### src/rtl/lcd_bus_driver.sv
// ----------------------------------------------------------------------------
// lcd_bus_driver
//
// HD44780-style parallel bus engine. After reset it runs the power-on
// initialisation sequence (function set, display on, entry mode, clear) on its
// own, then accepts one byte at a time (instruction or character) and drives
// the RS/D/E waveform. busy_flag stays high for the full execution time of each
// instruction so the upstream controller never has to poll the display.
//
// Ports:
//   clk         system clock, single domain
//   reset       synchronous, active-high reset
//   data_ready  upstream has a byte to send (sampled only while idle)
//   d_in        byte to send
//   rs_in       0 = instruction, 1 = data
//   d           LCD data bus
//   e           LCD enable strobe
//   rs          LCD register select
//   busy_flag   high while the block cannot accept a byte
// ----------------------------------------------------------------------------

module lcd_bus_driver #(
    parameter int unsigned SETUP_CYC   = 4,
    parameter int unsigned EPW_CYC     = 16,
    parameter int unsigned HOLD_CYC    = 4,
    parameter int unsigned EXEC_CYC    = 2400,
    parameter int unsigned CLEAR_CYC   = 96000,
    parameter int unsigned POWERUP_CYC = 960000
) (
    input  logic       clk,
    input  logic       reset,
    input  logic       data_ready,
    input  logic [7:0] d_in,
    input  logic       rs_in,
    output logic [7:0] d,
    output logic       e,
    output logic       rs,
    output logic       busy_flag
);

    function automatic int unsigned max2(input int unsigned a, input int unsigned b);
        return (a > b) ? a : b;
    endfunction

    localparam int unsigned MaxCyc = max2(max2(max2(SETUP_CYC, EPW_CYC), max2(HOLD_CYC, EXEC_CYC)),
                                          max2(CLEAR_CYC, POWERUP_CYC));
    localparam int unsigned CntW = $clog2(MaxCyc) + 1;

    // Phase load values: a phase of N cycles loads N-1 and ends on zero.
    localparam logic [CntW-1:0] SetupLd   = CntW'(SETUP_CYC - 1);
    localparam logic [CntW-1:0] EpwLd     = CntW'(EPW_CYC - 1);
    localparam logic [CntW-1:0] HoldLd    = CntW'(HOLD_CYC - 1);
    localparam logic [CntW-1:0] ExecLd    = CntW'(EXEC_CYC - 1);
    localparam logic [CntW-1:0] ClearLd   = CntW'(CLEAR_CYC - 1);
    localparam logic [CntW-1:0] PowerupLd = CntW'(POWERUP_CYC - 1);

    localparam logic [2:0] StPowerupWait = 3'd0;
    localparam logic [2:0] StInitLoad    = 3'd1;
    localparam logic [2:0] StSetup       = 3'd2;
    localparam logic [2:0] StEHigh       = 3'd3;
    localparam logic [2:0] StHold        = 3'd4;
    localparam logic [2:0] StExecWait    = 3'd5;
    localparam logic [2:0] StIdle        = 3'd6;

    // Power-on init: 8-bit/2-line, display on, increment, clear.
    function automatic logic [7:0] init_cmd(input logic [1:0] idx);
        logic [7:0] cmd;
        case (idx)
            2'd0:    cmd = 8'h38;
            2'd1:    cmd = 8'h0C;
            2'd2:    cmd = 8'h06;
            2'd3:    cmd = 8'h01;
            default: cmd = 8'h00;
        endcase
        return cmd;
    endfunction

    logic [2:0]      state_q, state_d;
    logic [CntW-1:0] cnt_q, cnt_d;
    logic [7:0]      d_q, d_d;
    logic            rs_q, rs_d;
    logic            e_q, e_d;
    logic            busy_q, busy_d;
    logic [1:0]      idx_q, idx_d;
    logic            init_done_q, init_done_d;

    logic            cnt_zero;
    logic            slow_cmd;

    assign cnt_zero = (cnt_q == '0);

    // Clear display (0x01) and return home (0x02/0x03) need the long wait;
    // data writes never do, whatever the byte value.
    assign slow_cmd = !rs_q && ((d_q == 8'h01) || (d_q == 8'h02) || (d_q == 8'h03));

    always_comb begin
        state_d     = state_q;
        cnt_d       = cnt_zero ? cnt_q : (cnt_q - CntW'(1));
        d_d         = d_q;
        rs_d        = rs_q;
        idx_d       = idx_q;
        init_done_d = init_done_q;

        case (state_q)
            StPowerupWait: begin
                if (cnt_zero) begin
                    state_d = StInitLoad;
                end
            end

            StInitLoad: begin
                d_d     = init_cmd(idx_q);
                rs_d    = 1'b0;
                state_d = StSetup;
                cnt_d   = SetupLd;
            end

            StSetup: begin
                if (cnt_zero) begin
                    state_d = StEHigh;
                    cnt_d   = EpwLd;
                end
            end

            StEHigh: begin
                if (cnt_zero) begin
                    state_d = StHold;
                    cnt_d   = HoldLd;
                end
            end

            StHold: begin
                if (cnt_zero) begin
                    state_d = StExecWait;
                    cnt_d   = slow_cmd ? ClearLd : ExecLd;
                end
            end

            StExecWait: begin
                if (cnt_zero) begin
                    if (!init_done_q && (idx_q != 2'd3)) begin
                        idx_d   = idx_q + 2'd1;
                        state_d = StInitLoad;
                    end else begin
                        init_done_d = 1'b1;
                        state_d     = StIdle;
                    end
                end
            end

            StIdle: begin
                if (data_ready && !busy_q) begin
                    d_d     = d_in;
                    rs_d    = rs_in;
                    state_d = StSetup;
                    cnt_d   = SetupLd;
                end
            end

            default: begin
                state_d = StPowerupWait;
                cnt_d   = PowerupLd;
            end
        endcase

        // Strobe and busy are registered from the next state so the pins
        // never see decode glitches.
        e_d    = (state_d == StEHigh);
        busy_d = (state_d != StIdle);
    end

    always_ff @(posedge clk) begin
        if (reset) begin
            state_q     <= StPowerupWait;
            cnt_q       <= PowerupLd;
            d_q         <= 8'h00;
            rs_q        <= 1'b0;
            e_q         <= 1'b0;
            busy_q      <= 1'b1;
            idx_q       <= 2'd0;
            init_done_q <= 1'b0;
        end else begin
            state_q     <= state_d;
            cnt_q       <= cnt_d;
            d_q         <= d_d;
            rs_q        <= rs_d;
            e_q         <= e_d;
            busy_q      <= busy_d;
            idx_q       <= idx_d;
            init_done_q <= init_done_d;
        end
    end

    assign d         = d_q;
    assign rs        = rs_q;
    assign e         = e_q;
    assign busy_flag = busy_q;

endmodule

### config.mk
export PLATFORM = sky130hd
export DESIGN_NAME = lcd_bus_driver
export DESIGN_NICKNAME = d
export VERILOG_FILES = /design/src/rtl/lcd_bus_driver.sv
export SDC_FILE = /design/constraint.sdc
export NUM_CORES = 1
export LEC_CHECK = 0
export CORE_MARGIN = 3
export CORE_UTILIZATION = 40
export CTS_CLUSTER_DIAMETER = 40
export DETAILED_ROUTE_END_ITERATION = 12
export GPL_TIMING_DRIVEN = 0
export MAX_ROUTING_LAYER = met4
export PLACE_DENSITY = 0.67
export SLEW_MARGIN = 20
export SYNTH_ARGS = -nofsm -noshare
export SYNTH_HDL_FRONTEND = slang
export SYNTH_SLANG_ARGS = --single-unit
### constraint.sdc
create_clock -name clk -period 4 [get_ports clk]
set_input_delay 1.2 -clock clk [delete_from_list [all_inputs] [get_ports clk]]
set_output_delay 1.2 -clock clk [all_outputs]
set_load 0.05 [all_outputs]
==> results of run 1 <==
[metal layers]
layer	GRT usage (%)	up-vias	wire, µm
li1	-	1075	-
met1	27.1	1009	2950
met2	28.2	99	2460
met3	4.06	6	456
met4	5.48	0	55
met5	-	-	0
[metrics by stage]
stage               std cells  power, mW  hold WS, ns  util, %
finish                    368      0.724        0.480     50.7
global route              368      0.752        0.512     50.7
CTS                       368      0.735        0.484     50.7
detailed placement        360      0.423        0.465     48.7
global placement          360      0.423        0.453     48.7
floorplan                 269      0.408        0.437        -
[cell type report]
class	instances	area share [%]
multi-input cells	208	51.6
flip-flops and latches	38	28.1
repair buffers	21	7.77
clock buffers	8	4.07
plain buffers	15	4.07
well taps	70	3.24
inverters	8	1.11
[layout by cell type, fill, tap and decap left out, types with 2 or more instances in the layout]
| cell | netlist | final |
|---|---|---|
| sky130_fd_sc_hd__or3_1 | 2 | 2 |
| sky130_fd_sc_hd__and3_1 | 3 | 3 |
| sky130_fd_sc_hd__o21ai_1 | 2 | 2 |
| sky130_fd_sc_hd__or3b_2 | 2 | 2 |
| sky130_fd_sc_hd__or2_2 | 2 | 2 |
| sky130_fd_sc_hd__clkbuf_1 | 5 | 5 |
| sky130_fd_sc_hd__dfxtp_1 | 38 | 38 |
| sky130_fd_sc_hd__a41oi_1 | 2 | 2 |
| sky130_fd_sc_hd__o221ai_1 | 2 | 2 |
| sky130_fd_sc_hd__ha_1 | 6 | 6 |
| sky130_fd_sc_hd__nand2_1 | 12 | 12 |
| sky130_fd_sc_hd__and2_1 | 2 | 2 |
| sky130_fd_sc_hd__a211oi_1 | 9 | 9 |
| sky130_fd_sc_hd__a22oi_1 | 5 | 5 |
| sky130_fd_sc_hd__nand4_1 | 2 | 2 |
| sky130_fd_sc_hd__nor2_1 | 29 | 29 |
| sky130_fd_sc_hd__or4_1 | 5 | 5 |
| sky130_fd_sc_hd__mux2_2 | 2 | 2 |
| sky130_fd_sc_hd__nor3_1 | 13 | 13 |
| sky130_fd_sc_hd__xnor2_1 | 11 | 11 |
| sky130_fd_sc_hd__nand3_1 | 5 | 5 |
| sky130_fd_sc_hd__nor2b_1 | 3 | 3 |
| sky130_fd_sc_hd__inv_1 | 7 | 7 |
| sky130_fd_sc_hd__o31ai_1 | 2 | 2 |
| sky130_fd_sc_hd__mux2i_1 | 5 | 5 |
| sky130_fd_sc_hd__a31oi_1 | 3 | 3 |
| sky130_fd_sc_hd__o211ai_1 | 4 | 4 |
| sky130_fd_sc_hd__o21ai_0 | 13 | 13 |
| sky130_fd_sc_hd__a2111oi_0 | 3 | 3 |
| sky130_fd_sc_hd__nor4_1 | 12 | 12 |
| sky130_fd_sc_hd__a21oi_1 | 20 | 20 |
| sky130_fd_sc_hd__buf_2 | 5 | 5 |
| sky130_fd_sc_hd__clkdlybuf4s50_1 | 0 | 21 |
| sky130_fd_sc_hd__a21o_1 | 2 | 2 |
| sky130_fd_sc_hd__clkbuf_8 | 4 | 12 |
[sequential cells by signal, indices dropped and copies added, names as in the netlist]
name	cells
cnt_q	21
d	8
state_q	3
idx_q	2
busy_flag	1
e	1
init_done_q	1
rs	1
[cells by family after synthesis]
group / count (synthesis) / synth area share (%)
buf+inv: 23 / 6.10
xor+xnor: 12 / 4.57
compound gates: 78 / 24.1
flops: 38 / 33.1
mux: 7 / 3.16
fa+ha+maj: 6 / 3.27
simple gates: 105 / 25.7
[worst max-delay path, cell delays in order]
cell	delay, ns
sky130_fd_sc_hd__clkdlybuf4s50_1	0.45
sky130_fd_sc_hd__nor2b_1	0.40
sky130_fd_sc_hd__o21a_1	0.19
sky130_fd_sc_hd__a211oi_1	0.05
sky130_fd_sc_hd__a21oi_1	0.59
sky130_fd_sc_hd__a22oi_1	0.18
[path summary, 6_finish.rpt]
| path | start | to | slack, ns | cells after the start |
|---|---|---|---|---|
| hold reg to reg | d[3] | d[3] | 0.48 | 2 |
| setup reg to reg | cnt_q[10] | cnt_q[0] | 1.19 | 9 |
| setup / recovery | data_ready | cnt_q[10] | 1.08 | 6 |
| hold / removal | d[3] | d[3] | 0.48 | 2 |
[power by group through the flow]
stage / Combinational, mW / Sequential (mW) / Clock, mW
floorplan: 0.0159 / 0.392 / 0
global placement: 0.0305 / 0.392 / 0
detailed placement: 0.0304 / 0.393 / 0
CTS: 0.0307 / 0.384 / 0.321
global route: 0.0343 / 0.384 / 0.334
finish: 0.0307 / 0.384 / 0.310
==> flow_results.xml, run 1 <==
<?xml version="1.0" encoding="UTF-8"?>
<metrics>
  <group name="outcome">
    <metric name="outcome" unit="">completed</metric>
  </group>
  <group name="logic_synthesis">
    <metric name="synth-edff-count" unit="">0</metric>
    <metric name="postSynthNetCount" unit="">287</metric>
    <metric name="synth_largest_type_area_fraction" unit="%">33.1</metric>
    <metric name="ys_types" unit="">61</metric>
    <metric name="cell_taking_the_most_area_after_synthesis" unit="">sky130_fd_sc_hd__dfxtp_1</metric>
    <metric name="synthesis.instances" unit="">269</metric>
    <metric name="ys_top_cells_by_area" unit="">sky130_fd_sc_hd__dfxtp_1 (33%), sky130_fd_sc_hd__nor2_1 (4.7%), sky130_fd_sc_hd__a21oi_1 (4.4%), sky130_fd_sc_hd__xnor2_1 (4.2%), sky130_fd_sc_hd__ha_1 (3.3%)</metric>
    <metric name="synth_area" unit="µm²">2300</metric>
    <metric name="postSynthRegisterBits" unit="">38</metric>
    <metric name="top_count_cell_post_synth" unit="">sky130_fd_sc_hd__dfxtp_1</metric>
    <metric name="synthesis.area_per_instance" unit="µm²">8.54</metric>
    <metric name="postSynth.topFlopCell" unit="">sky130_fd_sc_hd__dfxtp_1</metric>
    <metric name="synthTopCellsByCount" unit="">sky130_fd_sc_hd__dfxtp_1 (38), sky130_fd_sc_hd__nor2_1 (29), sky130_fd_sc_hd__a21oi_1 (20), sky130_fd_sc_hd__nor3_1 (13), sky130_fd_sc_hd__o21ai_0 (13)</metric>
    <metric name="synth-warning-count" unit="">0</metric>
    <metric name="synth-seq-area-share" unit="%">33.1</metric>
    <metric name="async_reset_ff_share" unit="%">0</metric>
  </group>
  <group name="floorplan">
    <metric name="floorplan.die.height" unit="µm">81.8</metric>
    <metric name="std_cell_rows" unit="">26</metric>
    <metric name="io_pins" unit="">23</metric>
    <metric name="dieWidth" unit="µm">81.8</metric>
    <metric name="placeableCoreArea" unit="µm²">5340</metric>
    <metric name="die_area" unit="µm²">6690</metric>
    <metric name="initial_core_util" unit="%">43.1</metric>
  </group>
  <group name="finish">
    <metric name="sequential_cell_area" unit="µm²">761</metric>
    <metric name="multi_input_comb_area" unit="µm²">1400</metric>
    <metric name="final_nets" unit="">315</metric>
    <metric name="filler_cell_count" unit="">526</metric>
    <metric name="num_antenna_cells" unit="">0</metric>
    <metric name="drive_above_1_share" unit="%">11.1</metric>
    <metric name="finish.instance_area" unit="µm²">2710</metric>
    <metric name="area_growth" unit="%">17.7</metric>
  </group>
  <group name="cts">
    <metric name="cts.root.buffer_cell" unit="">sky130_fd_sc_hd__clkbuf_8</metric>
    <metric name="clkSlewWorstSetupHoldPaths" unit="ns">0.08</metric>
    <metric name="cts_repair_resize_count" unit="">0</metric>
    <metric name="worstSkewPairLatency" unit="ns">0.29</metric>
    <metric name="cts_tree" unit="">yes</metric>
    <metric name="numCtsBuffers" unit="">5</metric>
    <metric name="number_of_levels_the_h_tree_was_split_into" unit="">2</metric>
    <metric name="number_of_sinks_driven_by_the_clock_tree" unit="">38</metric>
    <metric name="clk_path_buf_depth" unit="">2</metric>
    <metric name="postCtsHoldBufs" unit="">0</metric>
    <metric name="post_cts_setup_bufs" unit="">0</metric>
  </group>
  <group name="place">
    <metric name="finalWeightedCongestion" unit="">0.929</metric>
    <metric name="detailed_place.area" unit="µm²">2600</metric>
    <metric name="place.detailed.hpwl" unit="mm">4.31</metric>
    <metric name="worst_case_setup_slack_after_placement" unit="ns">0.814</metric>
    <metric name="port_buffers" unit="">21</metric>
  </group>
  <group name="critical_path">
    <metric name="worstSetupEndpointType" unit="">flop</metric>
    <metric name="crit_type" unit="">in -&gt; reg</metric>
    <metric name="worst-path-max-fanout" unit="">8</metric>
    <metric name="timing.critical_path.from_type" unit="">primary input</metric>
    <metric name="cp_data_arrival_time" unit="ns">3.07</metric>
    <metric name="crit_required" unit="ns">4.15</metric>
  </group>
  <group name="drt">
    <metric name="detail_route.wirelength" unit="mm">5.92</metric>
    <metric name="drt_pre_antenna_iters" unit="">5</metric>
    <metric name="routed_wire_length_per_instance" unit="µm">16.1</metric>
    <metric name="vias" unit="">2189</metric>
    <metric name="drt-initial-drc-count" unit="">205</metric>
    <metric name="drc_errors" unit="">0</metric>
    <metric name="postRouteAntennaNets" unit="">0</metric>
    <metric name="routed_via_density" unit="">5.95</metric>
  </group>
  <group name="global_routing">
    <metric name="grt_total_usage" unit="%">19.4</metric>
    <metric name="grt_max_degree" unit="">12</metric>
    <metric name="grt_pass1_wl" unit="mm">9.73</metric>
    <metric name="grt_pass1_vias" unit="">2026</metric>
    <metric name="leftover_overflow_at_the_end_of_global_routing" unit="">0</metric>
    <metric name="antenna_found_initial" unit="">0</metric>
  </group>
  <group name="pwr">
    <metric name="p_comb_share" unit="%">4.2</metric>
    <metric name="power_per_cell_area" unit="nW/µm²">268</metric>
    <metric name="switching_power" unit="mW">0.153</metric>
    <metric name="power_frac_clock" unit="%">42.8</metric>
    <metric name="internal_power_component" unit="mW">0.571</metric>
    <metric name="peakVddDrop" unit="mV">0.185</metric>
    <metric name="power_leakage" unit="nW">0.869</metric>
    <metric name="pwr-share-seq" unit="%">53.0</metric>
    <metric name="switching_fraction_of_total_power" unit="%">21.2</metric>
  </group>
  <group name="timing">
    <metric name="setup_slack_after_layout" unit="ns">1.08</metric>
    <metric name="relSlewSlack" unit="%">51.1</metric>
    <metric name="rsz_0062_raised_after_global_routing" unit="">no</metric>
    <metric name="timing.fmax" unit="GHz">0.343</metric>
    <metric name="worst-slew-pin-transition" unit="ns">0.734</metric>
    <metric name="drv_slew" unit="">0</metric>
    <metric name="final.min_clock_period" unit="ns">2.92</metric>
    <metric name="finalHoldViolations" unit="">0</metric>
    <metric name="fin_setup_tns" unit="ns">0</metric>
    <metric name="setup_viol" unit="">0</metric>
    <metric name="post-route-period-util" unit="%">72.9</metric>
    <metric name="timing.clock.skew" unit="ns">0.00458</metric>
  </group>
  <group name="hold_path">
    <metric name="worst_hold_path_type" unit="">reg -&gt; reg</metric>
  </group>
  <group name="job">
    <metric name="drv.max_cap_violation_count" unit="">0</metric>
  </group>
</metrics>
(Power assumes the default switching activity.)
==> run 2: changes to the inputs <==
--- a/config.mk
+++ b/config.mk
@@ -11,7 +11,7 @@
 export DETAILED_ROUTE_END_ITERATION = 12
 export GPL_TIMING_DRIVEN = 0
 export MAX_ROUTING_LAYER = met4
-export PLACE_DENSITY = 0.67
+export PLACE_DENSITY = 0.7
 export SLEW_MARGIN = 20
 export SYNTH_ARGS = -nofsm -noshare
 export SYNTH_HDL_FRONTEND = slang
==> constraint.sdc (replaced) <==
create_clock -name clk -period 2.55 [get_ports clk]
set_input_delay 0.765 -clock clk [delete_from_list [all_inputs] [get_ports clk]]
set_output_delay 0.765 -clock clk [all_outputs]
set_load 0.05 [all_outputs]
==> flow_results.xml, run 2 (synthesis results as in run 1) <==
<?xml version="1.0" encoding="UTF-8"?>
<metrics>
  <group name="outcome">
    <metric name="outcome" unit="">completed</metric>
  </group>
  <group name="drt">
    <metric name="postRouteAntennaNets" unit="">0</metric>
    <metric name="routed_via_density" unit="">6.04</metric>
    <metric name="detail_route.wirelength" unit="mm">6.09</metric>
    <metric name="vias" unit="">2246</metric>
    <metric name="drt_pre_antenna_iters" unit="">4</metric>
    <metric name="drt-initial-drc-count" unit="">290</metric>
    <metric name="routed_wire_length_per_instance" unit="µm">16.4</metric>
    <metric name="drc_errors" unit="">0</metric>
  </group>
  <group name="finish">
    <metric name="registers.top_by_ff_count" unit="">cnt_q</metric>
    <metric name="drive_above_1_share" unit="%">14.9</metric>
    <metric name="num_antenna_cells" unit="">0</metric>
    <metric name="mostFrequentLayoutCell" unit="">sky130_fd_sc_hd__dfxtp_1</metric>
    <metric name="sequential_cell_area" unit="µm²">761</metric>
    <metric name="area_growth" unit="%">23.0</metric>
    <metric name="final_nets" unit="">319</metric>
    <metric name="post-route-util" unit="%">53.0</metric>
    <metric name="multi_input_comb_area" unit="µm²">1480</metric>
    <metric name="largest_register_ffs" unit="">21</metric>
    <metric name="filler_cell_count" unit="">519</metric>
    <metric name="highest_count_cells_in_the_layout_ignoring_fill_and_taps" unit="">sky130_fd_sc_hd__dfxtp_1 (38), sky130_fd_sc_hd__nor2_1 (28), sky130_fd_sc_hd__clkdlybuf4s50_1 (21)</metric>
  </group>
  <group name="cts">
    <metric name="clkSlewWorstSetupHoldPaths" unit="ns">0.08</metric>
    <metric name="numCtsBuffers" unit="">5</metric>
    <metric name="clk_path_buf_depth" unit="">2</metric>
    <metric name="number_of_sinks_driven_by_the_clock_tree" unit="">38</metric>
    <metric name="worstSkewPairLatency" unit="ns">0.29</metric>
    <metric name="cts.root.buffer_cell" unit="">sky130_fd_sc_hd__clkbuf_8</metric>
    <metric name="cts_tree" unit="">yes</metric>
    <metric name="postCtsHoldBufs" unit="">0</metric>
    <metric name="number_of_levels_the_h_tree_was_split_into" unit="">2</metric>
  </group>
  <group name="place">
    <metric name="finalWeightedCongestion" unit="">0.888</metric>
    <metric name="place.detailed.hpwl" unit="mm">4.45</metric>
    <metric name="port_buffers" unit="">21</metric>
  </group>
  <group name="critical_path">
    <metric name="critical_path.most_common_cell" unit="">sky130_fd_sc_hd__nor3_1</metric>
    <metric name="crit_path_top_delay_cell" unit="">sky130_fd_sc_hd__or4_1</metric>
    <metric name="crit_required" unit="ns">2.74</metric>
    <metric name="worstSetupEndpointType" unit="">flop</metric>
    <metric name="reg2reg_from" unit="">cnt_q[4]</metric>
    <metric name="timing.critical_path.from" unit="">cnt_q[4]</metric>
    <metric name="worst-path-max-fanout" unit="">6</metric>
    <metric name="crit_type" unit="">reg -&gt; reg</metric>
    <metric name="worstRegToRegCells" unit="">6</metric>
    <metric name="timing.critical_path.from_type" unit="">flop</metric>
    <metric name="sequence_of_cells_on_the_critical_path" unit="">or4_1 &gt; buf_2 &gt; nor3_1 &gt; nand4_1 &gt; nor3_1 &gt; mux2_2</metric>
    <metric name="cp_data_arrival_time" unit="ns">2.61</metric>
    <metric name="cp_slowest_stage_delay" unit="ns">0.52</metric>
  </group>
  <group name="floorplan">
    <metric name="floorplan.die.height" unit="µm">81.8</metric>
    <metric name="initial_core_util" unit="%">43.1</metric>
    <metric name="dieWidth" unit="µm">81.8</metric>
    <metric name="placeableCoreArea" unit="µm²">5340</metric>
    <metric name="io_pins" unit="">23</metric>
    <metric name="std_cell_rows" unit="">26</metric>
    <metric name="die_area" unit="µm²">6690</metric>
  </group>
  <group name="timing">
    <metric name="setup_viol" unit="">0</metric>
    <metric name="relSlewSlack" unit="%">58.1</metric>
    <metric name="timing.fmax" unit="GHz">0.413</metric>
    <metric name="drv_slew" unit="">0</metric>
    <metric name="finalHoldViolations" unit="">0</metric>
    <metric name="post-route-period-util" unit="%">94.9</metric>
    <metric name="fin_worst_hold_slack" unit="ns">0.476</metric>
    <metric name="timing.clock.skew" unit="ns">0.00862</metric>
    <metric name="worst-slew-pin-transition" unit="ns">0.623</metric>
    <metric name="final.min_clock_period" unit="ns">2.42</metric>
    <metric name="fin_setup_tns" unit="ns">0</metric>
  </group>
  <group name="hold_path">
    <metric name="worst_hold_path_type" unit="">reg -&gt; reg</metric>
    <metric name="number_of_cells_on_the_worst_hold_path" unit="">2</metric>
    <metric name="hold_start" unit="">d[3]</metric>
  </group>
  <group name="global_routing">
    <metric name="grt_max_degree" unit="">12</metric>
    <metric name="antenna_found_initial" unit="">0</metric>
    <metric name="grt_pass1_vias" unit="">2126</metric>
    <metric name="grt_total_usage" unit="%">19.9</metric>
    <metric name="leftover_overflow_at_the_end_of_global_routing" unit="">0</metric>
    <metric name="grt_pass1_wl" unit="mm">10.1</metric>
  </group>
  <group name="pwr">
    <metric name="power_leakage" unit="nW">0.930</metric>
    <metric name="finalPower" unit="mW">1.14</metric>
    <metric name="power_per_cell_area" unit="nW/µm²">402</metric>
    <metric name="peakVddDrop" unit="mV">0.331</metric>
  </group>
  <group name="job">
    <metric name="drv.max_cap_violation_count" unit="">0</metric>
  </group>
</metrics>
run 2: timing repair:
item / CTS / global route
buffers inserted: 1 / 3
endpoints found under the setup margin: 10 / 12
resized for setup: 7 / 10
pin swaps: 1 / 0
run 2: area by class of cell:
cell class                      count  share of cell area [%]
Buffer                             15                    4.21
Clock buffer                        8                    3.90
Timing Repair Buffer               25                    8.50
Multi-Input combinational cell    208                    52.3
Sequential cell                    38                    26.9
Tap cell                           70                    3.10
Inverter                            8                    1.06
run 2: per-layer routing:
| metal | vias to the layer above | track usage, % | part of all wire, % |
|---|---|---|---|
| li1 | 1090 | - | - |
| met1 | 1050 | 26.5 | 46 |
| met2 | 97 | 30.3 | 45 |
| met3 | 9 | 4.61 | 7.4 |
| met4 | 0 | 5.65 | 1.5 |
| met5 | - | - | 0 |
run 2: power by group:
group | total (mW) | switching [mW] | internal [mW]
combinational | 0.0498 | 0.0226 | 0.0272
clock | 0.485 | 0.212 | 0.273
sequential | 0.603 | 0.00549 | 0.597
total | 1.14 | 0.240 | 0.898
run 2: final timing paths:
kind,to,slack (ns)
max,idx_q[0],0.13
min,d[3],0.48
min reg2reg,d[3],0.48
max reg2reg,idx_q[0],0.13
run 2: stage by stage:
stage,std cells,instance area [µm²],worst slack [ns]
finish,372,2830,0.130
global route,372,2830,-0.0238
CTS,369,2750,0.0534
floorplan,269,2300,0.175
detailed placement,360,2600,-0.200
global placement,360,2600,-0.166
run 2: critical path: cells and delay by family (launching register included):
family                 cells  cell delay [ns]
buffers and inverters      1             0.17
DFF                        1             0.36
and+or+nand+nor            4             1.44
muxes                      1             0.35
==> run 3: changes to the inputs <==
--- a/config.mk
+++ b/config.mk
@@ -11,7 +11,8 @@
 export DETAILED_ROUTE_END_ITERATION = 12
 export GPL_TIMING_DRIVEN = 0
 export MAX_ROUTING_LAYER = met4
-export PLACE_DENSITY = 0.7
+export PLACE_DENSITY = 0.67
+export SKIP_CTS_REPAIR_TIMING = 1
 export SLEW_MARGIN = 20
 export SYNTH_ARGS = -nofsm -noshare
 export SYNTH_HDL_FRONTEND = slang
==> constraint.sdc (replaced) <==
create_clock -name clk -period 2.9 [get_ports clk]
set_input_delay 0.87 -clock clk [delete_from_list [all_inputs] [get_ports clk]]
set_output_delay 0.87 -clock clk [all_outputs]
set_load 0.05 [all_outputs]
==> flow_results.xml, run 3 (synthesis results as in run 1) <==
<?xml version="1.0" encoding="UTF-8"?>
<metrics>
  <group name="critical_path">
    <metric name="worstSetupEndpointType" unit="">flop</metric>
    <metric name="rrSetupSlack" unit="ns">0.23</metric>
    <metric name="worstRegToRegCells" unit="">7</metric>
    <metric name="timing.critical_path.from" unit="">cnt_q[1]</metric>
    <metric name="crit_type" unit="">reg -&gt; reg</metric>
    <metric name="crit_required" unit="ns">3.08</metric>
    <metric name="timing.critical_path.from_type" unit="">flop</metric>
    <metric name="worst-path-max-fanout" unit="">7</metric>
    <metric name="cp_data_arrival_time" unit="ns">2.85</metric>
    <metric name="reg2reg_from" unit="">cnt_q[1]</metric>
    <metric name="timing.rr.end" unit="">cnt_q[12]</metric>
  </group>
  <group name="cts">
    <metric name="numCtsBuffers" unit="">5</metric>
    <metric name="worstSkewPairLatency" unit="ns">0.29</metric>
    <metric name="cts_tree" unit="">yes</metric>
    <metric name="cts.root.buffer_cell" unit="">sky130_fd_sc_hd__clkbuf_8</metric>
    <metric name="number_of_levels_the_h_tree_was_split_into" unit="">2</metric>
    <metric name="number_of_sinks_driven_by_the_clock_tree" unit="">38</metric>
    <metric name="clk_path_buf_depth" unit="">2</metric>
    <metric name="clkSlewWorstSetupHoldPaths" unit="ns">0.08</metric>
  </group>
  <group name="drt">
    <metric name="drc_errors" unit="">0</metric>
    <metric name="detail_route.wirelength" unit="mm">5.95</metric>
    <metric name="routed_wire_length_per_instance" unit="µm">16.2</metric>
    <metric name="drt-initial-drc-count" unit="">194</metric>
    <metric name="vias" unit="">2175</metric>
    <metric name="routed_via_density" unit="">5.91</metric>
    <metric name="postRouteAntennaNets" unit="">0</metric>
    <metric name="drt_pre_antenna_iters" unit="">5</metric>
  </group>
  <group name="pwr">
    <metric name="power_leakage" unit="nW">0.887</metric>
    <metric name="peakVddDrop" unit="mV">0.254</metric>
    <metric name="switching_power" unit="mW">0.213</metric>
    <metric name="finalPower" unit="mW">1.00</metric>
    <metric name="power_per_cell_area" unit="nW/µm²">366</metric>
    <metric name="p_comb_share" unit="%">4.3</metric>
    <metric name="pwr-share-seq" unit="%">52.9</metric>
    <metric name="power_frac_clock" unit="%">42.9</metric>
    <metric name="internal_power_component" unit="mW">0.788</metric>
    <metric name="switching_fraction_of_total_power" unit="%">21.3</metric>
  </group>
  <group name="timing">
    <metric name="rsz_0062_raised_after_global_routing" unit="">no</metric>
    <metric name="timing.clock.skew" unit="ns">0.00615</metric>
    <metric name="post-route-period-util" unit="%">91.9</metric>
    <metric name="fin_setup_tns" unit="ns">0</metric>
    <metric name="drv_slew" unit="">0</metric>
    <metric name="final.min_clock_period" unit="ns">2.67</metric>
    <metric name="timing.fmax" unit="GHz">0.375</metric>
    <metric name="relSlewSlack" unit="%">52.0</metric>
    <metric name="setup_viol" unit="">0</metric>
    <metric name="worst-slew-pin-transition" unit="ns">0.720</metric>
    <metric name="finalHoldViolations" unit="">0</metric>
    <metric name="setup_slack_after_layout" unit="ns">0.234</metric>
  </group>
  <group name="hold_path">
    <metric name="worst_hold_path_type" unit="">reg -&gt; reg</metric>
    <metric name="hold_start" unit="">d[3]</metric>
    <metric name="number_of_cells_on_the_worst_hold_path" unit="">2</metric>
    <metric name="hold_endpoint" unit="">d[3]</metric>
  </group>
  <group name="finish">
    <metric name="highest_count_cells_in_the_layout_ignoring_fill_and_taps" unit="">sky130_fd_sc_hd__dfxtp_1 (38), sky130_fd_sc_hd__nor2_1 (29), sky130_fd_sc_hd__clkdlybuf4s50_1 (21)</metric>
    <metric name="mostFrequentLayoutCell" unit="">sky130_fd_sc_hd__dfxtp_1</metric>
    <metric name="sequential_cell_area" unit="µm²">761</metric>
    <metric name="multi_input_comb_area" unit="µm²">1420</metric>
    <metric name="drive_above_1_share" unit="%">12.1</metric>
    <metric name="finalNonFillerCells" unit="">368</metric>
    <metric name="registers.top_by_ff_count" unit="">cnt_q</metric>
    <metric name="area_growth" unit="%">18.9</metric>
    <metric name="filler_cell_count" unit="">520</metric>
    <metric name="final_nets" unit="">315</metric>
    <metric name="largest_register_ffs" unit="">21</metric>
    <metric name="num_antenna_cells" unit="">0</metric>
    <metric name="finish.instance_area" unit="µm²">2730</metric>
  </group>
  <group name="place">
    <metric name="place.detailed.hpwl" unit="mm">4.31</metric>
    <metric name="port_buffers" unit="">21</metric>
    <metric name="place.detailed.instances" unit="">360</metric>
    <metric name="detailed_place.area" unit="µm²">2600</metric>
    <metric name="finalWeightedCongestion" unit="">0.929</metric>
    <metric name="worst_case_setup_slack_after_placement" unit="ns">0.0443</metric>
  </group>
  <group name="global_routing">
    <metric name="grt_pass1_wl" unit="mm">9.73</metric>
    <metric name="leftover_overflow_at_the_end_of_global_routing" unit="">0</metric>
    <metric name="grt_pass1_vias" unit="">2026</metric>
    <metric name="antenna_found_initial" unit="">0</metric>
    <metric name="grt_max_degree" unit="">12</metric>
    <metric name="grt_total_usage" unit="%">19.4</metric>
  </group>
  <group name="floorplan">
    <metric name="std_cell_rows" unit="">26</metric>
    <metric name="floorplan.die.height" unit="µm">81.8</metric>
    <metric name="placeableCoreArea" unit="µm²">5340</metric>
    <metric name="dieWidth" unit="µm">81.8</metric>
    <metric name="die_area" unit="µm²">6690</metric>
    <metric name="io_pins" unit="">23</metric>
    <metric name="initial_core_util" unit="%">43.1</metric>
  </group>
  <group name="job">
    <metric name="drv.max_cap_violation_count" unit="">0</metric>
  </group>
  <group name="outcome">
    <metric name="outcome" unit="">completed</metric>
  </group>
</metrics>
-- run 3: power groups by stage --
stage,sequential [mW],combinational (mW),clock (mW)
2_1_floorplan,0.540,0.0219,0
4_1_cts,0.529,0.0423,0.442
6_report,0.529,0.0425,0.429
3_3_place_gp,0.541,0.0420,0
3_5_place_dp,0.541,0.0419,0
5_1_grt,0.530,0.0473,0.461
-- run 3: worst max path at each step --
stage	slack (ns)	end
final	0.23	cnt_q[12]
after global routing	0.02	cnt_q[0]
after CTS	0.15	cnt_q[0]
after detailed placement	0.04	cnt_q[10]
after global placement	0.06	cnt_q[10]
after floorplan	0.53	cnt_q[0]
-- run 3: per-layer routing --
layer	global-route usage [%]	routed length (µm)
met1	27.1	2990
met2	28.2	2520
met5	-	0
met3	4.06	381
met4	5.48	59
-- run 3: final cells by class --
class | instances | area share [%]
timing repair buffer | 21 | 7.69
inverter | 8 | 1.10
tap | 70 | 3.21
sequential | 38 | 27.8
clock buffer | 8 | 4.03
buffer | 15 | 4.12
multi-input combinational | 208 | 52.0
-- run 3: worst max-delay path, stage by stage (launching register included) --
cell and delay [ns]:
sky130_fd_sc_hd__dfxtp_1 0.34, sky130_fd_sc_hd__inv_1 0.08, sky130_fd_sc_hd__ha_1 0.19, sky130_fd_sc_hd__nor3b_2 0.58
sky130_fd_sc_hd__nand2_1 0.38, sky130_fd_sc_hd__nor4_4 0.55, sky130_fd_sc_hd__nor3_1 0.09, sky130_fd_sc_hd__a2111oi_0 0.34
-- run 3: metrics by stage --
step | hold WS [ns] | util, %
6_report | 0.481 | 51.2
3_5_place_dp | 0.465 | 48.7
4_1_cts | 0.484 | 50.7
5_1_grt | 0.512 | 51.2
2_1_floorplan | 0.437 | -
3_3_place_gp | 0.453 | 48.7
